## src/rtl/enc_pkg.sv

```systemverilog
// Shared helpers for the pipelined priority encoder: index width, multi-hot
// detection and the result record.
package enc_pkg;

    localparam int MAX_WIDTH = 256;
    localparam int MAX_IDX_W = 8;

    typedef struct packed {
        logic [MAX_IDX_W-1:0] idx;
        logic                 zero;
        logic                 multi;
    } enc_result_t;

    function automatic int idx_w(input int width);
        return (width <= 2) ? 1 : $clog2(width);
    endfunction

    // Narrower vectors are zero-extended by the caller, so extra bits never count.
    function automatic logic is_multi(input logic [MAX_WIDTH-1:0] v);
        int n;
        n = 0;
        for (int i = 0; i < MAX_WIDTH; i++) begin
            n = n + int'(v[i]);
        end
        return (n >= 2);
    endfunction

endpackage

```

## src/rtl/prio_enc_core.sv

```systemverilog
// Combinational priority encode of one request vector into index and
// zero/multi-hot flags.
module prio_enc_core
    import enc_pkg::*;
#(
    parameter int WIDTH    = 8,
    parameter int MSB_PRIO = 1,
    parameter int IDX_W    = idx_w(WIDTH)
) (
    input  logic [WIDTH-1:0] in_vec,
    output logic [IDX_W-1:0] idx,
    output logic             zero,
    output logic             multi
);

    // The scan direction makes the last hit the winner, so the loop order
    // alone selects MSB or LSB priority.
    always_comb begin
        idx = '0;
        if (MSB_PRIO != 0) begin
            for (int i = 0; i < WIDTH; i++) begin
                if (in_vec[i]) idx = IDX_W'(i);
            end
        end else begin
            for (int i = WIDTH - 1; i >= 0; i--) begin
                if (in_vec[i]) idx = IDX_W'(i);
            end
        end
    end

    assign zero  = ~|in_vec;
    assign multi = is_multi(MAX_WIDTH'(in_vec));

endmodule

```

## src/rtl/prio_encoder_pipe.sv

```systemverilog
// Registered priority encoder with a one-deep valid/ready output stage and a
// saturating multi-hot error counter.
module prio_encoder_pipe
    import enc_pkg::*;
#(
    parameter int WIDTH     = 8,
    parameter int MSB_PRIO  = 1,
    parameter int ERR_CNT_W = 8,
    localparam int IDX_W    = idx_w(WIDTH)
) (
    input  logic                 clk,
    input  logic                 rst,
    input  logic [WIDTH-1:0]     in_vec,
    input  logic                 in_valid,
    output logic                 in_ready,
    output logic [IDX_W-1:0]     out_idx,
    output logic                 out_zero,
    output logic                 out_multi,
    output logic                 out_valid,
    input  logic                 out_ready,
    output logic [ERR_CNT_W-1:0] err_cnt,
    input  logic                 err_clr
);

    logic [IDX_W-1:0] core_idx;
    logic             core_zero;
    logic             core_multi;
    logic             accept;

    prio_enc_core #(
        .WIDTH   (WIDTH),
        .MSB_PRIO(MSB_PRIO),
        .IDX_W   (IDX_W)
    ) u_core (
        .in_vec(in_vec),
        .idx   (core_idx),
        .zero  (core_zero),
        .multi (core_multi)
    );

    // Handshake: a beat moves when valid && ready on that side. The output
    // register frees up in the same cycle it is drained, so in_ready looks
    // straight through to out_ready and sustains one result per clock.
    assign in_ready = !out_valid || out_ready;
    assign accept   = in_valid && in_ready;

    always_ff @(posedge clk) begin
        if (rst) begin
            out_valid <= 1'b0;
            out_idx   <= '0;
            out_zero  <= 1'b0;
            out_multi <= 1'b0;
        end else if (accept) begin
            out_valid <= 1'b1;
            out_idx   <= core_idx;
            out_zero  <= core_zero;
            out_multi <= core_multi;
        end else if (out_ready) begin
            out_valid <= 1'b0;
        end
    end

    always_ff @(posedge clk) begin
        if (rst || err_clr) begin
            err_cnt <= '0;
        end else if (accept && core_multi && (err_cnt != {ERR_CNT_W{1'b1}})) begin
            err_cnt <= err_cnt + ERR_CNT_W'(1);
        end
    end

endmodule

```

## config.mk

```make
export PLATFORM = sky130hd
export DESIGN_NAME = prio_encoder_pipe
export DESIGN_NICKNAME = d
export VERILOG_FILES = /design/src/rtl/enc_pkg.sv /design/src/rtl/prio_enc_core.sv /design/src/rtl/prio_encoder_pipe.sv
export SDC_FILE = /design/constraint.sdc
export NUM_CORES = 1
export LEC_CHECK = 0
export ABC_CLOCK_PERIOD_IN_PS = 4800
export CAP_MARGIN = 10
export CORE_UTILIZATION = 41
export CTS_BUF_LIST = sky130_fd_sc_hd__clkbuf_16
export DETAILED_ROUTE_END_ITERATION = 7
export PLACE_DENSITY = 0.74
export REMOVE_ABC_BUFFERS = 1
export SLEW_MARGIN = 20
export SYNTH_ARGS = -nofsm -noshare
export SYNTH_HDL_FRONTEND = slang
export SYNTH_SLANG_ARGS = --single-unit
```

## constraint.sdc

```tcl
create_clock -name clk -period 4.8 [get_ports clk]
set_clock_uncertainty 0.15 [all_clocks]
set_input_delay 1.44 -clock clk [delete_from_list [all_inputs] [get_ports clk]]
set_output_delay 1.44 -clock clk [all_outputs]
set_load 0.05 [all_outputs]
```

Yosys cells after proc, flatten, opt, wreduce, memory -nomap -nowiden
Index checks and enable logic that the tools add are counted.
{ "word_totals": {"reg_bits": 14, "in_bits": 13, "output_inout_bits": 15, "wordCells": 33} }
{ "classes": {"add_sub_neg": 8, "magnitude_cmp": 1, "eq_ne": 1, "mux": 9, "n_reduce_logical": 9} }
{ "ops": {"columns": ["operator", "count"], "rows": [
  ["32-bit by 2-bit adder with 32-bit output", 6],
  ["32-bit by 3-bit greater-or-equal comparator with 1-bit output (second input constant)", 1],
  ["3-bit two-way mux", 4],
  ["8-bit by 1-bit adder with 8-bit output (second input constant)", 1],
  ["8-bit != test (second input constant)", 1],
  ["8-bit OR reduction", 1],
  ["2-bit two-way mux", 2],
  ["1-bit logical AND", 3],
  ["1-bit two-way mux", 3],
  ["1-bit by 1-bit adder with 2-bit output", 1],
  ["1-bit zero test", 2],
  ["1-bit logical OR", 2],
  ["2-bit nonzero test", 1]
]} }

Longest topological paths before layout
Gate-level depths: netlist of run 1.
{ "logic_depth": {"word_depth": 10, "ltp_mapped": 15, "mapped_depth_nobuf": 14} }

Hierarchy
A second synthesis of run 1 with hierarchy kept.
{ "hier_totals": {"hier_cells": 105, "hier_area_um2": 913.4} }
{ "by_module_without_submodules": {"columns": ["module", "instances", "cells_each", "area_each_um2", "seq_area_each_um2"], "rows": [
  ["prio_encoder_pipe", 1, 74, 654.4, 280.3],
  ["prio_enc_core", 1, 31, 259.0, 0.0]
]} }

Least setup slack after synthesis of run 1
No wires, ideal clock.
{ "synth_path": {"path_type": "in2reg", "start": "in in_vec[0]", "end": "reg err_cnt[4]", "setup_time_ns": 0.116, "t_arrival_ns": 4.494, "t_required_ns": 4.534, "slack_ns": 0.040, "stages": 15, "n_path_buf": 1, "path_cell_list": "inv_1 -> ha_1 -> inv_1 -> fa_1 -> fa_1 -> inv_1 -> fa_1 -> inv_1 -> fa_1 -> nand2_1 -> o211ai_1 -> nor3b_4 -> buf_6 -> a21oi_1 -> a31o_2"} }
{ "synth_between": {"elab_chain_cells": 10} }
{ "synth_lines": {"columns": ["element", "line_no", "rtl"], "rows": [
  ["start: declaration", "prio_encoder_pipe.sv:13", "input logic [WIDTH-1:0] in_vec,"],
  ["1-bit by 1-bit adder with 2-bit output", "enc_pkg.sv:23", "n = n + int'(v[i]);"],
  ["32-bit by 2-bit adder with 32-bit output (6 in series)", "enc_pkg.sv:23", null],
  ["32-bit by 3-bit greater-or-equal comparator with 1-bit output", "enc_pkg.sv:25", "return (n >= 2);"],
  ["1-bit logical AND (2 in series)", "prio_encoder_pipe.sv:66", "end else if (accept && core_multi && (err_cnt != {ERR_CNT_W{1'b1}})) begin"],
  ["end signal: assignment", "prio_encoder_pipe.sv:67", "err_cnt <= err_cnt + ERR_CNT_W'(1);"],
  ["end: declaration", "prio_encoder_pipe.sv:21", "output logic [ERR_CNT_W-1:0] err_cnt,"]
]} }
Every way passes these cells.
A chain may end at the register's enable or synchronous reset.

Worst setup path after layout of run 1
{ "layout_path": {"start": "in in_vec[0]", "end": "reg err_cnt[5]"} }
Same word-level chain as after synthesis.

==> results.tsv, run 1 <==
stage	metric	value	unit
yosys	Synth Area in Simple Gates	0.2490	
yosys	Syn Area/Cell	8.615	um^2
detailed_routing	Residual DRC	0	
yosys	Top FF cell, synth	dfxtp_1	
detailed_routing	wire per inst	12.64	um
worst_hold_path	Hold Startpoint	out_zero$_SDFFE_PP0P_	
detailed_routing	via/cell ratio	5.248	
yosys	Seq/Total Area, Yosys	0.3098	
setup_path	CP startpoint kind	input pin	
die	row cnt	16	
layout	most common cell after layout, fill and taps aside	clkdlybuf4s50_1	
timing	Least-Margin Pin Slew	0.4953	ns
layout	Finished Cell Area	1316	um^2
yosys	Post-Syn Instances	105	
yosys	FFs w/ async S/R, synth	0	
timing	Tmin final	4.684	ns
detailed_routing	DRT Wirelength	2085	um
setup_path	CP Capture Type	flip-flop	
yosys	largest family of logic cells by synthesized area	simple AND/OR/NAND/NOR gates	
clocking	hold buffers post-CTS	0	
grt	first-pass GRT wire length	3519	um
layout	FILL cells	167	
grt	GRT Util Overall	0.1901	
clocking	clock-pin slew on the worst setup and hold paths	0.05	ns
die	die width	48.97	um
setup_path	depth of the most critical reg-to-reg path	6	
clocking	Clock Tree Buf Depth	2	
clocking	# H-tree levels	1	
placed_design	Routability Congestion	0.8645	
layout	most frequent cells in the layout	22 x clkdlybuf4s50_1, 14 x dfxtp_1, 11 x nor2_1	
setup_path	r2r endpoint	err_cnt[5]$_SDFFE_PP0P_	
timing	unrepaired setup endpoints after global routing	no	
timing	Min Hold Slack	0.2993	ns
yosys	post-synthesis mux area share	0	
grt	vias in the first global route	809	
setup_path	worst r2r src	err_cnt[0]$_SDFFE_PP0P_	
yosys	Syn Std Cell Area	904.6	um^2
pwr	pwr dens	304.8	nW/um^2
detailed_routing	via count	866	
placed_design	Detail Placement HPWL	1561	um
layout	Nets	162	
layout	# diodes	0	
grt	antenna violations before repair	0	
timing	period utilisation layout	0.9758	
setup_path	R2R setup slack	2.93	ns
clocking	Root Buffer	clkbuf_16	
worst_hold_path	Worst Hold Path Cells	2	
detailed_routing	initial DRC count	7	
outcome	outcome	completed	
die	die area	2398	um^2
worst_hold_path	worst hold-check path type	reg2reg	
placed_design	PortBufs	27	
timing	final hold vios	0	
placed_design	Post-DP Area	1235	um^2
setup_path	worst setup path class	in2reg	
clocking	Inserted Clock Buffers	3	
die	Top-Level Pins	28	
layout	layout cells sized above 1	0.2319	
worst_hold_path	Worst Hold Endpoint	out_zero$_SDFFE_PP0P_	
layout	Layout area overhead	45.50	%
setup_path	critical-path maximum fanout	6	
clocking	clk_lat worst skew	0.24	ns
die	Core Area	2022	um^2
grt	largest net degree at the start of global routing	9	
pwr	Leakage	0.5448	nW
layout	Post-Layout Cell Count	165	
timing	Fmax	213.5	MHz
yosys	Synth warnings	0	
clocking	# clock sinks	14	
timing	Rel. slew slack	0.6688	
die	Starting Density	0.4474	
detailed_routing	DRT Pass-1 Iters	4	
timing	final setup vio count	0	
clocking	TritonCTS clock tree	done	
setup_path	crit path DAT	4.66	ns
timing	fin. max-slew vios	0	
placed_design	Cell Count Post-Placement	162	
timing	Final WS setup	0.1163	ns
setup_path	Critical Path RT	4.78	ns
yosys	Post-synth EDFFs	0	
layout	Core Util, Final	0.6510	
placed_design	pre-CTS setup slack	-0.5999	ns
layout	area occupied by multi-input gates	563.0	um^2
run	max cap viols	0	
yosys	Post-Synth Adder-Cell Area	0.1577	
layout	Register Area	280.3	um^2
yosys	Post-Synth XOR/XNOR Area	0.009682	
detailed_routing	antenna-violating nets left	0	
die	Die Ht	48.97	um
yosys	Synth cell types	36	
pwr	maximum VDD drop	172.5	uV
grt	GRT overflow	0	
yosys	register bit total from synthesis	14	
yosys	Compound-Gate Fraction of Synth Area	0.1895	
-- sequential cells by signal, summed over array words and instances (netlist names) --
register   count
err_cnt        8
out_idx        3
out_multi      1
out_valid      1
out_zero       1
-- through the flow --
step / total power (W) / setup TNS, ns
2_1_floorplan: 0.0002003 / -0.1160
3_3_place_gp: 0.0002422 / -3.756
3_5_place_dp: 0.0002460 / -4.690
4_1_cts: 0.0004040 / 0
5_1_grt: 0.0004229 / 0
6_report: 0.0004012 / 0
-- worst max-delay path by stage --
stage                    from                      end  slack [ns]  depth (start not counted)
CTS                 in_vec[0]  err_cnt[3]$_SDFFE_PP0P_        0.01                         16
finish              in_vec[0]  err_cnt[5]$_SDFFE_PP0P_        0.12                         15
global route        in_vec[0]  err_cnt[5]$_SDFFE_PP0P_       0.002                         15
detailed placement  in_vec[0]  err_cnt[3]$_SDFFE_PP0P_       -0.60                         16
floorplan           in_vec[0]  err_cnt[5]$_SDFFE_PP0P_       -0.07                         14
global placement    in_vec[0]  err_cnt[5]$_SDFFE_PP0P_       -0.49                         15
-- where the power goes --
| part | switching, W | total, W | internal, W |
|---|---|---|---|
| Combinational | 0.0000695 | 0.000124 | 0.0000540 |
| Clock | 0.0000439 | 0.000153 | 0.000109 |
| Sequential | 0.00000329 | 0.000125 | 0.000122 |
| Total | 0.000117 | 0.000401 | 0.000284 |
-- per-layer routing --
| metal | global-route usage | share of wire |
|---|---|---|
| met5 | 0 | 0 |
| met4 | 0.05882 | 0.0072 |
| met3 | 0.04050 | 0.036 |
| met2 | 0.3380 | 0.52 |
| met1 | 0.2267 | 0.44 |
-- worst max-delay path, stage by stage --
cell and delay [ns]:
buf_2 0.11, inv_2 0.05, ha_4 0.25, inv_2 0.03, fa_1 0.45, fa_1 0.51
inv_2 0.04, fa_2 0.34, inv_2 0.06, fa_1 0.43, nand2_1 0.09, o211ai_1 0.15
nor3b_4 0.35, a31oi_1 0.13, a41o_2 0.23
-- Yosys cell counts (all sizes together) (2+ instances only) --
library cell / count / area share
buf: 2 / 0.018
nor3: 4 / 0.022
inv: 14 / 0.058
fa: 4 / 0.089
or2: 2 / 0.017
a211oi: 2 / 0.022
o211ai: 2 / 0.017
clkbuf: 2 / 0.0083
and3: 3 / 0.022
nor2: 11 / 0.046
dfxtp: 14 / 0.31
ha: 5 / 0.069
nand2: 10 / 0.041
nand3: 5 / 0.033
o21ai: 2 / 0.011
a31o: 2 / 0.019
nor4: 2 / 0.014
a21oi: 7 / 0.043
-- timing repair --
action / in CTS / in global routing
pin swaps: 11 / 8
buffers inserted: 0 / 0
gates resized for setup: 17 / 2
setup endpoints to repair: 9 / 6
-- cells by family (layout without fill, tap and decap cells) --
logic type | after synthesis | in the layout
AND/OR/NAND/NOR | 42 | 42
flip-flops | 14 | 14
adder cells (fa/ha/maj) | 9 | 9
buffers and inverters | 18 | 51
XOR/XNOR | 1 | 1
AO/OA/AOI/OAI | 21 | 21
-- final cells by class --
class	count	share of cell area
clock buffer	3	0.05703
inverter	14	0.03992
multi-input combinational	73	0.4278
sequential	14	0.2129
tap	27	0.02567
timing repair buffer	34	0.2367
Power figures use the tool's default switching activity.
==> run 2, diff against run 1 <==
--- a/config.mk
+++ b/config.mk
@@ -7,10 +7,10 @@
 export LEC_CHECK = 0
 export ABC_CLOCK_PERIOD_IN_PS = 4800
 export CAP_MARGIN = 10
-export CORE_UTILIZATION = 41
+export CORE_ASPECT_RATIO = 2
+export CORE_UTILIZATION = 30
 export CTS_BUF_LIST = sky130_fd_sc_hd__clkbuf_16
 export DETAILED_ROUTE_END_ITERATION = 7
-export PLACE_DENSITY = 0.74
 export REMOVE_ABC_BUFFERS = 1
 export SLEW_MARGIN = 20
 export SYNTH_ARGS = -nofsm -noshare
==> results.tsv, run 2 (synthesis results as in run 1) <==
stage	metric	value	unit	change
clocking	TritonCTS clock tree	done		
timing	Tmin final	4.659	ns	-0.02457 ns
setup_path	cell mode on critical path	inv_2		
grt	first-pass GRT wire length	3532	um	+0.37%
worst_hold_path	worst hold-check path type	reg2reg		
die	row cnt	27		+11
layout	max reg flops	8		unchanged
die	Top-Level Pins	28		unchanged
detailed_routing	wire per inst	13.02	um	+3.1%
layout	FILL cells	276		+65%
pwr	logic gate share of total power	0.327		+0.019
placed_design	PortBufs	27		unchanged
layout	most common cell after layout, fill and taps aside	clkdlybuf4s50_1		
timing	Fmax	214.6	MHz	+0.53%
detailed_routing	via count	887		+2.4%
detailed_routing	Residual DRC	0		unchanged
setup_path	Largest delay share family, worst path	adder cells		
layout	Post-Layout Cell Count	173		+4.8%
grt	antenna violations before repair	0		unchanged
detailed_routing	initial DRC count	10		+3
pwr	Int Power	0.0002955	W	+3.9%
setup_path	CP Capture Type	flip-flop		
placed_design	Detail Placement HPWL	1763	um	+13%
clocking	clock-pin slew on the worst setup and hold paths	0.05	ns	about the same
setup_path	Crit-path slowest cell	fa_1		
timing	fin. max-slew vios	0		unchanged
setup_path	Critical Path RT	4.78	ns	about the same
detailed_routing	via/cell ratio	5.127		-2.3%
setup_path	critical-path cell list	buf_6 > inv_2 > ha_4 > inv_2 > fa_1 > fa_1 > inv_2 > fa_2 > inv_2 > fa_1 > nand2_1 > a2111oi_4 > nor3b_4 > buf_4 > a41o_2		
layout	Largest Register	err_cnt		
timing	unrepaired setup endpoints after global routing	no		
outcome	outcome	completed		
pwr	Sequential Power Share	0.301		-0.011
clocking	# H-tree levels	1		unchanged
setup_path	worst setup path class	in2reg		
setup_path	critical path's largest stage delay	0.55	ns	+0.04 ns
timing	Rel. slew slack	0.6481		-0.02072
layout	most frequent cells in the layout	23 x clkdlybuf4s50_1, 14 x dfxtp_1, 12 x buf_4		
placed_design	Routability Congestion	0.7454		-14%
worst_hold_path	Hold Startpoint	out_multi$_SDFFE_PP0P_		
layout	Layout area overhead	52.42	%	
setup_path	Buffers & Inverters on Critical Path	6		+1
pwr	Leakage	0.5786	nW	+6.2%
clocking	clk_lat worst skew	0.24	ns	about the same
pwr	switching share of total power	0.2884		-0.002677
pwr	pwr dens	301.2	nW/um^2	-1.2%
clocking	# clock sinks	14		unchanged
grt	GRT overflow	0		unchanged
grt	vias in the first global route	872		+7.8%
clocking	Root Buffer	clkbuf_16		
placed_design	Cell Count Post-Placement	166		+2.5%
setup_path	Worst Setup SP	in_vec[0]		
detailed_routing	antenna-violating nets left	0		unchanged
setup_path	crit path DAT	4.64	ns	-0.02 ns
timing	Least-Margin Pin Slew	0.5279	ns	+0.03263 ns
layout	leading registers by flop count	err_cnt (8), out_idx (3)		
detailed_routing	DRT Pass-1 Iters	4		unchanged
die	die width	40.83	um	-17%
layout	Finished Cell Area	1379	um^2	+4.8%
run	max cap viols	0		unchanged
die	Starting Density	0.3226		-0.1248
placed_design	Post-DP Area	1255	um^2	+1.6%
pwr	clock group share of total power	0.372		-0.008
timing	period utilisation layout	0.9706		-0.005118
placed_design	pre-CTS setup slack	-0.6537	ns	-0.05378 ns
die	Die Ht	79.66	um	+63%
setup_path	critical-path maximum fanout	7		+1
clocking	Clock Tree Buf Depth	2		unchanged
timing	Final WS setup	0.1409	ns	+0.02457 ns
die	die area	3253	um^2	+36%
setup_path	worst r2r src	err_cnt[0]$_SDFFE_PP0P_		
layout	layout cells sized above 1	0.2569		+0.02506
grt	GRT Util Overall	0.1545		-0.03561
grt	largest net degree at the start of global routing	9		unchanged
layout	area occupied by multi-input gates	570.5	um^2	+1.3%
layout	Nets	167		+3.1%
layout	Core Util, Final	0.4917		-0.1592
timing	final hold vios	0		unchanged
pwr	P_sw	0.0001198	W	+2.6%
die	Core Area	2804	um^2	+39%
clocking	hold buffers post-CTS	0		unchanged
detailed_routing	DRT Wirelength	2253	um	+8.1%
layout	# diodes	0		unchanged
pwr	maximum VDD drop	181.4	uV	+5.2%
timing	final setup vio count	0		unchanged
setup_path	CP startpoint kind	input pin		
clocking	Inserted Clock Buffers	3		unchanged
layout	Register Area	280.3	um^2	unchanged
-- run 2: timing repair --
item	CTS	global route
pin swaps	9	6
endpoints found under the setup margin	9	8
resized for setup	20	1
buffers inserted	3	0
-- run 2: layout make-up --
class	instances	share of cell area
sequential	14	0.2033
inverter	14	0.03811
tap	29	0.02632
multi-input combinational	73	0.4138
clock inverter	1	0.002722
clock buffer	3	0.05445
timing repair buffer	39	0.2613
-- run 2: layer usage --
metal / up-vias / wire length, um / track usage
met3: 4 / 136 / 0.02507
li1: 440 / - / -
met5: - / 0 / 0
met1: 412 / 817 / 0.1501
met4: 0 / 26 / 0.05333
met2: 31 / 1272 / 0.2891
-- run 2: worst register-to-register path: stages, from the launching register on --
cell and delay [ns]:
dfxtp_1 0.35, ha_1 0.25, and3_1 0.24, nand3_2 0.10, nor3b_4 0.33, a31oi_1 0.15, a41o_2 0.25
-- run 2: worst paths after layout --
kind / depth (start not counted) / slack [ns] / endpoint
max: 15 / 0.14 / err_cnt[5]$_SDFFE_PP0P_
min: 2 / 0.31 / out_multi$_SDFFE_PP0P_
max reg2reg: 6 / 2.88 / err_cnt[5]$_SDFFE_PP0P_
min reg2reg: 2 / 0.31 / out_multi$_SDFFE_PP0P_
-- run 2: stage by stage --
stage	power [W]	TNS, ns	hold WS [ns]
after floorplan	0.0002003	-0.1160	0.5109
after global placement	0.0002494	-4.364	0.2956
after detailed placement	0.0002522	-5.060	0.3027
after CTS	0.0004221	0	0.3090
after global routing	0.0004378	0	0.3248
final	0.0004153	0	0.3075
-- run 2: power by group through the flow --
stage	Combinational, W	Clock [W]	Sequential (W)
CTS	0.000138	0.000159	0.000125
finish	0.000136	0.000154	0.000125
floorplan	0.0000561	0	0.000144
global route	0.000148	0.000164	0.000126
global placement	0.000122	0	0.000127
detailed placement	0.000125	0	0.000127
==> run 3, diff against run 2 <==
--- a/config.mk
+++ b/config.mk
@@ -5,12 +5,13 @@
 export SDC_FILE = /design/constraint.sdc
 export NUM_CORES = 1
 export LEC_CHECK = 0
-export ABC_CLOCK_PERIOD_IN_PS = 4800
+export ABC_CLOCK_PERIOD_IN_PS = 5300
 export CAP_MARGIN = 10
-export CORE_ASPECT_RATIO = 2
+export CORE_ASPECT_RATIO = 0.6
 export CORE_UTILIZATION = 30
 export CTS_BUF_LIST = sky130_fd_sc_hd__clkbuf_16
 export DETAILED_ROUTE_END_ITERATION = 7
+export PLACE_DENSITY = 0.56
 export REMOVE_ABC_BUFFERS = 1
 export SLEW_MARGIN = 20
 export SYNTH_ARGS = -nofsm -noshare
==> constraint.sdc (replaced) <==
create_clock -name clk -period 5.3 [get_ports clk]
set_clock_uncertainty 0.15 [all_clocks]
set_input_delay 1.59 -clock clk [delete_from_list [all_inputs] [get_ports clk]]
set_output_delay 1.59 -clock clk [all_outputs]
set_load 0.05 [all_outputs]
==> results.tsv, run 3 (synthesis results as in run 1) <==
stage	metric	value	unit	change
outcome	outcome	completed		
clocking	# H-tree levels	1		unchanged
timing	final setup vio count	0		unchanged
placed_design	Routability Congestion	0.7956		+6.7%
timing	Setup TNS	0	ns	unchanged
placed_design	Detail Placement HPWL	1689	um	-4.2%
pwr	Leakage	0.5798	nW	+0.19%
setup_path	worst setup path class	in2reg		
timing	Tmin final	5.159	ns	
die	die area	3246	um^2	-0.20%
layout	max reg flops	8		unchanged
run	max cap viols	0		unchanged
grt	GRT overflow	0		unchanged
setup_path	CP Capture Type	flip-flop		
timing	Min Hold Slack	0.3141	ns	+0.006575 ns
grt	GRT Util Overall	0.1438		-0.01071
detailed_routing	Residual DRC	0		unchanged
die	row cnt	15		-44%
setup_path	CP startpoint kind	input pin		
detailed_routing	via/cell ratio	4.641		-9.5%
layout	most common cell after layout, fill and taps aside	clkdlybuf4s50_1		
clocking	# clock sinks	14		unchanged
placed_design	Cell Count Post-Placement	179		+7.8%
die	Core Area	2872	um^2	+2.4%
clocking	clk_lat worst skew	0.24	ns	about the same
grt	first-pass GRT wire length	3429	um	-2.9%
detailed_routing	DRT Pass-1 Iters	4		unchanged
layout	most frequent cells in the layout	25 x clkdlybuf4s50_1, 14 x dfxtp_1, 12 x inv_1		
clocking	TritonCTS clock tree	done		
layout	FILL cells	297		+7.6%
detailed_routing	via count	854		-3.7%
detailed_routing	antenna-violating nets left	0		unchanged
timing	unrepaired setup endpoints after global routing	no		
timing	fin. max-slew vios	0		unchanged
clocking	clock-pin slew on the worst setup and hold paths	0.05	ns	about the same
die	Starting Density	0.3150		-0.007591
setup_path	Critical Path RT	5.29	ns	+0.51 ns
layout	Nets	165		-1.2%
grt	largest net degree at the start of global routing	9		unchanged
worst_hold_path	worst hold-check path type	reg2reg		
timing	Rel. slew slack	0.6613		+0.01325
timing	Fmax	193.8	MHz	
timing	final hold vios	0		unchanged
layout	layout cells sized above 1	0.1901		-0.06680
layout	leading registers by flop count	err_cnt (8), out_idx (3)		
die	Top-Level Pins	28		unchanged
grt	antenna violations before repair	0		unchanged
detailed_routing	initial DRC count	40		+30
grt	vias in the first global route	731		-16%
layout	Layout area overhead	50.90	%	
die	Die Ht	44.54	um	-44%
layout	Largest Register	err_cnt		
clocking	Inserted Clock Buffers	3		unchanged
layout	Core Util, Final	0.4754		-0.01636
setup_path	critical-path maximum fanout	4		-3
clocking	Root Buffer	clkbuf_16		
timing	Least-Margin Pin Slew	0.5065	ns	-0.02146 ns
clocking	hold buffers post-CTS	0		unchanged
clocking	Clock Tree Buf Depth	2		unchanged
detailed_routing	DRT Wirelength	2126	um	-5.6%
die	die width	72.89	um	+79%
pwr	maximum VDD drop	153.2	uV	-16%
pwr	pwr dens	274.0	nW/um^2	-9.0%
layout	Post-Layout Cell Count	184		+6.4%
placed_design	PortBufs	27		unchanged
setup_path	R2R setup slack	3.34	ns	+0.46 ns
setup_path	crit path DAT	5.15	ns	+0.51 ns
timing	period utilisation layout	0.9734		
detailed_routing	wire per inst	11.55	um	-11%
layout	# diodes	0		unchanged
[run 3: cell type report]
cell class,instances,area [um^2],area share
Timing Repair Buffer,37,350.3,0.2566
Inverter,14,52.55,0.03850
Tap cell,42,52.55,0.03850
Clock buffer,3,75.07,0.05500
Clock inverter,1,3.754,0.002750
Sequential cell,14,280.3,0.2053
Multi-Input combinational cell,73,550.5,0.4033
[run 3: metal layers]
| layer | routed length, um | vias up | global-route usage |
|---|---|---|---|
| met5 | 0 | - | 0 |
| li1 | - | 440 | - |
| met4 | 16 | 0 | 0.03922 |
| met1 | 1110 | 398 | 0.2069 |
| met3 | 74 | 2 | 0.04784 |
| met2 | 925 | 14 | 0.2037 |
[run 3: worst paths after layout]
path	startpoint	end	depth (start not counted)
worst max-delay path	in_vec[2]	err_cnt[5]$_SDFFE_PP0P_	14
worst min-delay path	out_zero$_SDFFE_PP0P_	out_zero$_SDFFE_PP0P_	2
worst max register to register	err_cnt[0]$_SDFFE_PP0P_	err_cnt[5]$_SDFFE_PP0P_	7
worst min register to register	out_zero$_SDFFE_PP0P_	out_zero$_SDFFE_PP0P_	2
[run 3: repair_timing]
| item | in CTS | in global routing |
|---|---|---|
| setup buffers | 0 | 1 |
| setup endpoints to repair | 0 | 8 |
| resized for setup | 0 | 5 |
[run 3: where the power goes]
part           total [W]  switching, W  internal (W)
Sequential      0.000113    0.00000302      0.000110
Clock           0.000144     0.0000443     0.0000998
Combinational   0.000117     0.0000636     0.0000532
Total           0.000374      0.000111      0.000263
[run 3: worst max-delay path: stages]
cell	delay [ns]
clkdlybuf4s50_1	0.49
inv_1	0.08
fa_1	0.56
fa_1	0.43
inv_2	0.08
fa_2	0.22
inv_2	0.04
fa_1	0.55
nand2_1	0.06
o211ai_1	0.42
nor3b_4	0.09
buf_4	0.15
buf_4	0.14
a41o_2	0.25
[run 3: stage by stage]
step	setup WS [ns]	cell area, um^2	power (W)
3_3_place_gp	-0.1771	1271	0.0002244
3_5_place_dp	-0.2314	1271	0.0002262
5_1_grt	0.03755	1365	0.0003935
2_1_floorplan	0.2797	880.8	0.0001814
6_report	0.1410	1365	0.0003740
4_1_cts	0.01874	1350	0.0003730
